--- src/rtl/render_fb_writer_if.sv ---
// Pixel stream (with raster sideband) into the frame-buffer writer and its BRAM write port.
interface render_fb_writer_if #(
  parameter int ADDR_W = 16
);
  logic [23:0]       pixel_axis_tdata;
  logic              pixel_axis_tvalid;
  logic              pixel_axis_tready;
  logic [10:0]       hcount_in;
  logic [9:0]        vcount_in;
  logic [ADDR_W-1:0] fb_waddr;
  logic [15:0]       fb_wdata;
  logic              fb_wvalid;
  logic              fb_wready;

  modport master (
    output pixel_axis_tdata, pixel_axis_tvalid, hcount_in, vcount_in, fb_wready,
    input  pixel_axis_tready, fb_waddr, fb_wdata, fb_wvalid
  );

  modport slave (
    input  pixel_axis_tdata, pixel_axis_tvalid, hcount_in, vcount_in, fb_wready,
    output pixel_axis_tready, fb_waddr, fb_wdata, fb_wvalid
  );
endinterface

--- src/rtl/render_fb_writer.sv ---
// Packs rendered pixels to RGB565 and writes them to the frame buffer through a
// two-stage back-pressurable pipeline, locking onto frame start before writing.
module render_fb_writer #(
  parameter int H_ACTIVE = 320,
  parameter int V_ACTIVE = 180,
  parameter int ADDR_W   = 16
) (
  input  logic              aclk,
  input  logic              areset,
  render_fb_writer_if.slave bus,
  output logic              frame_done,
  output logic [15:0]       frame_count,
  output logic [15:0]       drop_count
);
  localparam logic [10:0] H_LIM  = 11'(H_ACTIVE);
  localparam logic [10:0] H_LAST = 11'(H_ACTIVE - 1);
  localparam logic [9:0]  V_LIM  = 10'(V_ACTIVE);
  localparam logic [9:0]  V_LAST = 10'(V_ACTIVE - 1);

  typedef enum logic {SYNC, ACTIVE} state_t;

  state_t            state, state_nxt;
  logic              adv, wr_done, keep_p1, drop_p1;
  logic              vld_p1, in_range_p1, first_p1, last_p1;
  logic [15:0]       rgb_p1;
  logic [ADDR_W-1:0] row_base_p1;
  logic [10:0]       hcount_p1;
  logic              vld_p2, last_p2;
  logic [ADDR_W-1:0] waddr_p2;
  logic [15:0]       wdata_p2;
  logic              unused_bits;

  function automatic logic [15:0] sat_inc(input logic [15:0] cnt);
    return (cnt == 16'hFFFF) ? cnt : cnt + 16'd1;
  endfunction

  // Low colour bits are dropped by the RGB565 truncation.
  assign unused_bits = ^{bus.pixel_axis_tdata[18:16], bus.pixel_axis_tdata[9:8],
                         bus.pixel_axis_tdata[2:0]};

  assign adv                   = ~vld_p2 | bus.fb_wready;
  assign wr_done               = vld_p2 & bus.fb_wready;
  assign bus.pixel_axis_tready = adv & ~areset;
  assign bus.fb_wvalid         = vld_p2;
  assign bus.fb_waddr          = waddr_p2;
  assign bus.fb_wdata          = wdata_p2;

  always_comb begin
    state_nxt = state;
    keep_p1   = 1'b0;
    drop_p1   = 1'b0;
    if (vld_p1) begin
      if (in_range_p1 && (state == ACTIVE || first_p1)) keep_p1 = 1'b1;
      else                                              drop_p1 = 1'b1;
    end
    if (adv && keep_p1 && state == SYNC) state_nxt = ACTIVE;
  end

  // S1: capture pixel, pack colour, precompute row base and raster flags
  always_ff @(posedge aclk) begin
    if (adv) begin
      rgb_p1      <= {bus.pixel_axis_tdata[23:19], bus.pixel_axis_tdata[15:10],
                      bus.pixel_axis_tdata[7:3]};
      row_base_p1 <= ADDR_W'(32'(bus.vcount_in) * 32'(H_ACTIVE));
      hcount_p1   <= bus.hcount_in;
      in_range_p1 <= (bus.hcount_in < H_LIM) && (bus.vcount_in < V_LIM);
      first_p1    <= (bus.hcount_in == 11'd0) && (bus.vcount_in == 10'd0);
      last_p1     <= (bus.hcount_in == H_LAST) && (bus.vcount_in == V_LAST);
    end
  end

  // S2: write request to the frame buffer; also frame/drop bookkeeping
  always_ff @(posedge aclk or posedge areset) begin
    if (areset) begin
      state       <= SYNC;
      vld_p1      <= 1'b0;
      vld_p2      <= 1'b0;
      last_p2     <= 1'b0;
      waddr_p2    <= '0;
      wdata_p2    <= '0;
      frame_done  <= 1'b0;
      frame_count <= '0;
      drop_count  <= '0;
    end else begin
      state      <= state_nxt;
      frame_done <= wr_done & last_p2;
      if (wr_done && last_p2) frame_count <= frame_count + 16'd1;
      if (adv) begin
        vld_p1   <= bus.pixel_axis_tvalid;
        vld_p2   <= keep_p1;
        last_p2  <= last_p1;
        waddr_p2 <= row_base_p1 + ADDR_W'(hcount_p1);
        wdata_p2 <= rgb_p1;
        if (drop_p1) drop_count <= sat_inc(drop_count);
      end
    end
  end
endmodule

--- src/flat_wrapper.sv ---
// flat-port wrapper written by rule: the top's interface ports become plain ports
module render_fb_writer_flat 
#(
  parameter int H_ACTIVE = 320,
  parameter int V_ACTIVE = 180,
  parameter int ADDR_W   = 16
)
  (aclk, areset, frame_done, frame_count, drop_count, bus_pixel_axis_tdata, bus_pixel_axis_tvalid, bus_hcount_in, bus_vcount_in, bus_fb_wready, bus_pixel_axis_tready, bus_fb_waddr, bus_fb_wdata, bus_fb_wvalid);
  render_fb_writer_if #(.ADDR_W(ADDR_W)) bus_i ();
  input  logic aclk;
  input  logic areset;
  output logic frame_done;
  output logic [15:0] frame_count;
  output logic [15:0] drop_count;
  input wire logic [$bits(bus_i.pixel_axis_tdata)-1:0] bus_pixel_axis_tdata;
  input wire logic [$bits(bus_i.pixel_axis_tvalid)-1:0] bus_pixel_axis_tvalid;
  input wire logic [$bits(bus_i.hcount_in)-1:0] bus_hcount_in;
  input wire logic [$bits(bus_i.vcount_in)-1:0] bus_vcount_in;
  input wire logic [$bits(bus_i.fb_wready)-1:0] bus_fb_wready;
  output wire logic [$bits(bus_i.pixel_axis_tready)-1:0] bus_pixel_axis_tready;
  output wire logic [$bits(bus_i.fb_waddr)-1:0] bus_fb_waddr;
  output wire logic [$bits(bus_i.fb_wdata)-1:0] bus_fb_wdata;
  output wire logic [$bits(bus_i.fb_wvalid)-1:0] bus_fb_wvalid;
  assign bus_i.pixel_axis_tdata = bus_pixel_axis_tdata;
  assign bus_i.pixel_axis_tvalid = bus_pixel_axis_tvalid;
  assign bus_i.hcount_in = bus_hcount_in;
  assign bus_i.vcount_in = bus_vcount_in;
  assign bus_i.fb_wready = bus_fb_wready;
  assign bus_pixel_axis_tready = bus_i.pixel_axis_tready;
  assign bus_fb_waddr = bus_i.fb_waddr;
  assign bus_fb_wdata = bus_i.fb_wdata;
  assign bus_fb_wvalid = bus_i.fb_wvalid;
  render_fb_writer #(.H_ACTIVE(H_ACTIVE), .V_ACTIVE(V_ACTIVE), .ADDR_W(ADDR_W)) u_core (.aclk(aclk), .areset(areset), .bus(bus_i), .frame_done(frame_done), .frame_count(frame_count), .drop_count(drop_count));
endmodule
--- config.mk ---
export PLATFORM = sky130hd
export DESIGN_NAME = render_fb_writer_flat
export DESIGN_NICKNAME = d
export VERILOG_FILES = /design/src/rtl/render_fb_writer_if.sv /design/src/rtl/render_fb_writer.sv /design/src/flat_wrapper.sv
export SDC_FILE = /design/constraint.sdc
export NUM_CORES = 1
export LEC_CHECK = 0
export CORE_UTILIZATION = 45
export CTS_CLUSTER_DIAMETER = 30
export DETAILED_ROUTE_END_ITERATION = 16
export GPL_TIMING_DRIVEN = 0
export PLACE_DENSITY_LB_ADDON = 0.05
export SYNTH_ARGS = -nofsm -noshare
export SYNTH_HDL_FRONTEND = slang
export SYNTH_SLANG_ARGS = --single-unit
--- constraint.sdc ---
create_clock -name aclk -period 3.5 [get_ports aclk]
set_input_delay 0.7 -clock aclk [delete_from_list [all_inputs] [get_ports aclk]]
set_output_delay 0.7 -clock aclk [all_outputs]
set_load 0.02 [all_outputs]
==> impl_metrics.py <==
metrics = {
    "run_status": {
        "status": "complete, no violations",
    },
    "logic_synthesis": {
        "synthArstFlopShare": 0.633,
        "syn_nets": 476,
        "netlist_area_sq_mm": 0.00477,
        "synth.area.top_cells": "dfrtp_1, edfxtp_1, nand2_1",
        "synth_top_area_frac": 0.362,
        "synth_edf_count": 40,
        "ys.flop_type": "dfrtp_1",
        "synth_cell_types": 47,
        "netlist_instances": 405,
        "seq_area_frac_synth": 0.613,
        "ys_ff_latch": 109,
        "avgSynthCellArea_sq_um": 11.8,
        "post-synth-top-area-cell": "dfrtp_1",
        "synth_warnings": 0,
    },
    "timing": {
        "min_period_ns": 3.02,
        "rsz0062_at_grt": "false",
        "setup_viol": 0,
        "tightest_slew_ns": 0.877,
        "hold_viol": 0,
        "hold-worst-slack_ns": 0.454,
        "skew_ns": 0.00936,
        "slew_viol_final": 0,
        "max_freq_mhz": 331,
        "max_slew_margin": 0.415,
        "period_share": 0.864,
        "finalWorstSetupSlack_ns": 0.476,
    },
    "cts": {
        "cts_hold_buf": 0,
        "cts_tree": "yes",
        "clock_sinks": 109,
        "clkTransAtPathRegs_ns": 0.10,
        "cts_max_level": 3,
        "cts_root_buf": "clkbuf_8",
        "cts_buffers": 9,
        "clock_latency_ns": 0.36,
        "clock_path_buffers": 2,
    },
    "worst_setup_path": {
        "reg2reg_from": "u_core.hcount_p1[7]",
        "worstSetupStartpointType": "input pin",
        "cp.arrival_ns": 2.32,
        "worstPathRequired_ns": 2.80,
        "r2r_setup_slack_ns": 1.47,
        "worst-path-max-fanout": 17,
        "reg2reg_to": "u_core.bus.fb_waddr[13]",
        "end_kind": "primary output",
        "ff2ff_path_depth": 6,
        "crit_type": "input pin to primary output",
    },
    "cells_and_area": {
        "layout_commonest_cell": "clkdlybuf4s50_1",
        "seq_area_sq_mm": 0.00293,
        "antenna_cells": 0,
        "mostFrequentLayoutCells": "clkdlybuf4s50_1, nand2_1, dfrtp_1",
        "syn2layout_area_growth_pct": 30.5,
        "layout-drive-gt1-share": 0.0587,
        "multi_input_area_sq_mm": 0.00176,
        "fillers": 861,
        "nets": 594,
        "layout.cells.non_filler": 664,
        "fin_util": 0.603,
    },
    "place": {
        "place_congestion": 0.757,
        "place_ws_ns": -0.0306,
        "dp.cells": 649,
        "dp_hpwl_um": 6670,
        "io_buffers": 107,
    },
    "global_route": {
        "grt_pass1_vias": 3209,
        "antenna_found_initial": 0,
        "grt_first_pass_wirelength_um": 15600,
        "grt-ovfl-total": 0,
        "grt_usage": 0.180,
        "grt_max_degree": 70,
    },
    "die": {
        "start_util": 0.462,
        "core_sq_mm": 0.0103,
        "die_h_um": 105,
        "die_w_um": 105,
        "dieArea_sq_mm": 0.0110,
        "ios": 116,
        "rows": 37,
    },
    "detailed_routing": {
        "route.vias.total": 3317,
        "routed_wl_um": 9160,
        "wl_per_cell_um": 13.8,
        "dr.pass1.iters": 4,
        "drc": 0,
        "ant_nets": 0,
        "via_per_inst": 5.00,
        "drtIter0Drc": 134,
    },
    "job": {
        "drv_cap": 0,
    },
    "min_path": {
        "min_path_type": "flop to flop",
        "hold-path-endpoint": "u_core.bus.fb_wdata[2]",
        "holdPathStages": 2,
        "min_from": "u_core.rgb_p1[2]",
    },
    "pwr": {
        "cellPowerDensity_mw_per_mm2": 474,
        "ir_worst_vdd_mv": 0.286,
        "p_total_mw": 2.95,
        "leakage_nw": 2.65,
    },
}
-- metrics by stage --
stage	setup TNS (ns)	area (sq um)
2_1_floorplan	0	4770
3_3_place_gp	-30.68	6010
3_5_place_dp	-0.0306	6040
4_1_cts	0	6230
5_1_grt	0	6230
6_report	0	6230
-- layer usage --
metal	GRT usage	wire length [um]	up-vias
met5	0	0	-
met4	0.0543	113	0
met3	0.0405	286	9
met2	0.301	4520	64
met1	0.235	4240	1593
li1	-	-	1651
-- repair_timing --
action,CTS,global route
resized for setup,1,0
buffers inserted,0,0
endpoints found under the setup margin,1,1
-- where the power goes --
part	leakage [nW]	total [mW]	internal, mW	switching, mW
combinational	1.26	0.628	0.319	0.309
clock	0.0858	0.759	0.333	0.425
sequential	1.30	1.57	1.46	0.107
total	2.65	2.95	2.11	0.841
-- worst max-delay path by stage --
| stage | from | end | cells after the start | slack, ns |
|---|---|---|---|---|
| global route | bus_fb_wready | bus_pixel_axis_tready | 6 | 0.37 |
| global placement | bus_fb_wready | u_core.rgb_p1[4] | 5 | -0.31 |
| CTS | bus_fb_wready | bus_pixel_axis_tready | 7 | 0.09 |
| finish | bus_fb_wready | bus_pixel_axis_tready | 6 | 0.48 |
| floorplan | bus_fb_wready | u_core.first_p1 | 4 | 0.83 |
| detailed placement | bus_fb_wready | bus_pixel_axis_tready | 7 | -0.03 |
-- worst max-delay path: stages --
cell and delay (ns):
clkdlybuf4s50_1 0.42, nor2b_1 0.15, buf_6 0.20, clkbuf_2 0.25
nor2_1 0.06, clkdlybuf4s50_1 0.54
-- state kept, by name, indices dropped and copies added, names as in the netlist, 10 cells and up --
signal and flops:
u_core.drop_count 16, u_core.bus.fb_waddr 16, u_core.bus.fb_wdata 16, u_core.rgb_p1 16, u_core.row_base_p1 10, u_core.frame_count 16
u_core.hcount_p1 11
-- area by class of cell --
| class | count | area share |
|---|---|---|
| clock buffers | 11 | 0.0211 |
| plain buffers | 8 | 0.00663 |
| flip-flops and latches | 109 | 0.470 |
| well taps | 136 | 0.0273 |
| clock inverters | 5 | 0.00984 |
| repair buffers | 108 | 0.175 |
| multi-input cells | 277 | 0.283 |
| inverters | 10 | 0.00723 |
-- cell families after synthesis --
family	count (synthesis)	synth area share
AND/OR/NAND/NOR	178	0.181
flip-flops	109	0.613
XOR/XNOR	35	0.0642
AO/OA/AOI/OAI	34	0.0448
adder cells (fa/ha/maj)	22	0.0608
buffers and inverters	19	0.0178
multiplexers	8	0.0183
-- cells in the mapped netlist, types with 2 or more instances --
cell / instances
nand2_1: 95
dfrtp_1: 69
edfxtp_1: 40
xnor2_1: 25
ha_1: 20
nand3_1: 19
nor2_1: 17
nand4_1: 11
xor2_1: 10
inv_1: 9
a21oi_1: 8
o21ai_0: 7
clkbuf_1: 6
and3_1: 5
nor3b_1: 5
mux2_1: 4
nor3_1: 4
nor4_1: 4
a211oi_1: 3
a21o_1: 3
nor3_2: 3
o211ai_1: 3
o21bai_1: 3
a31oi_1: 2
fa_1: 2
mux2_2: 2
mux2i_1: 2
nand4b_1: 2
nor2b_1: 2
nor4_2: 2
o21ai_1: 2
No activity file was read; power rests on OpenSTA's default activity.
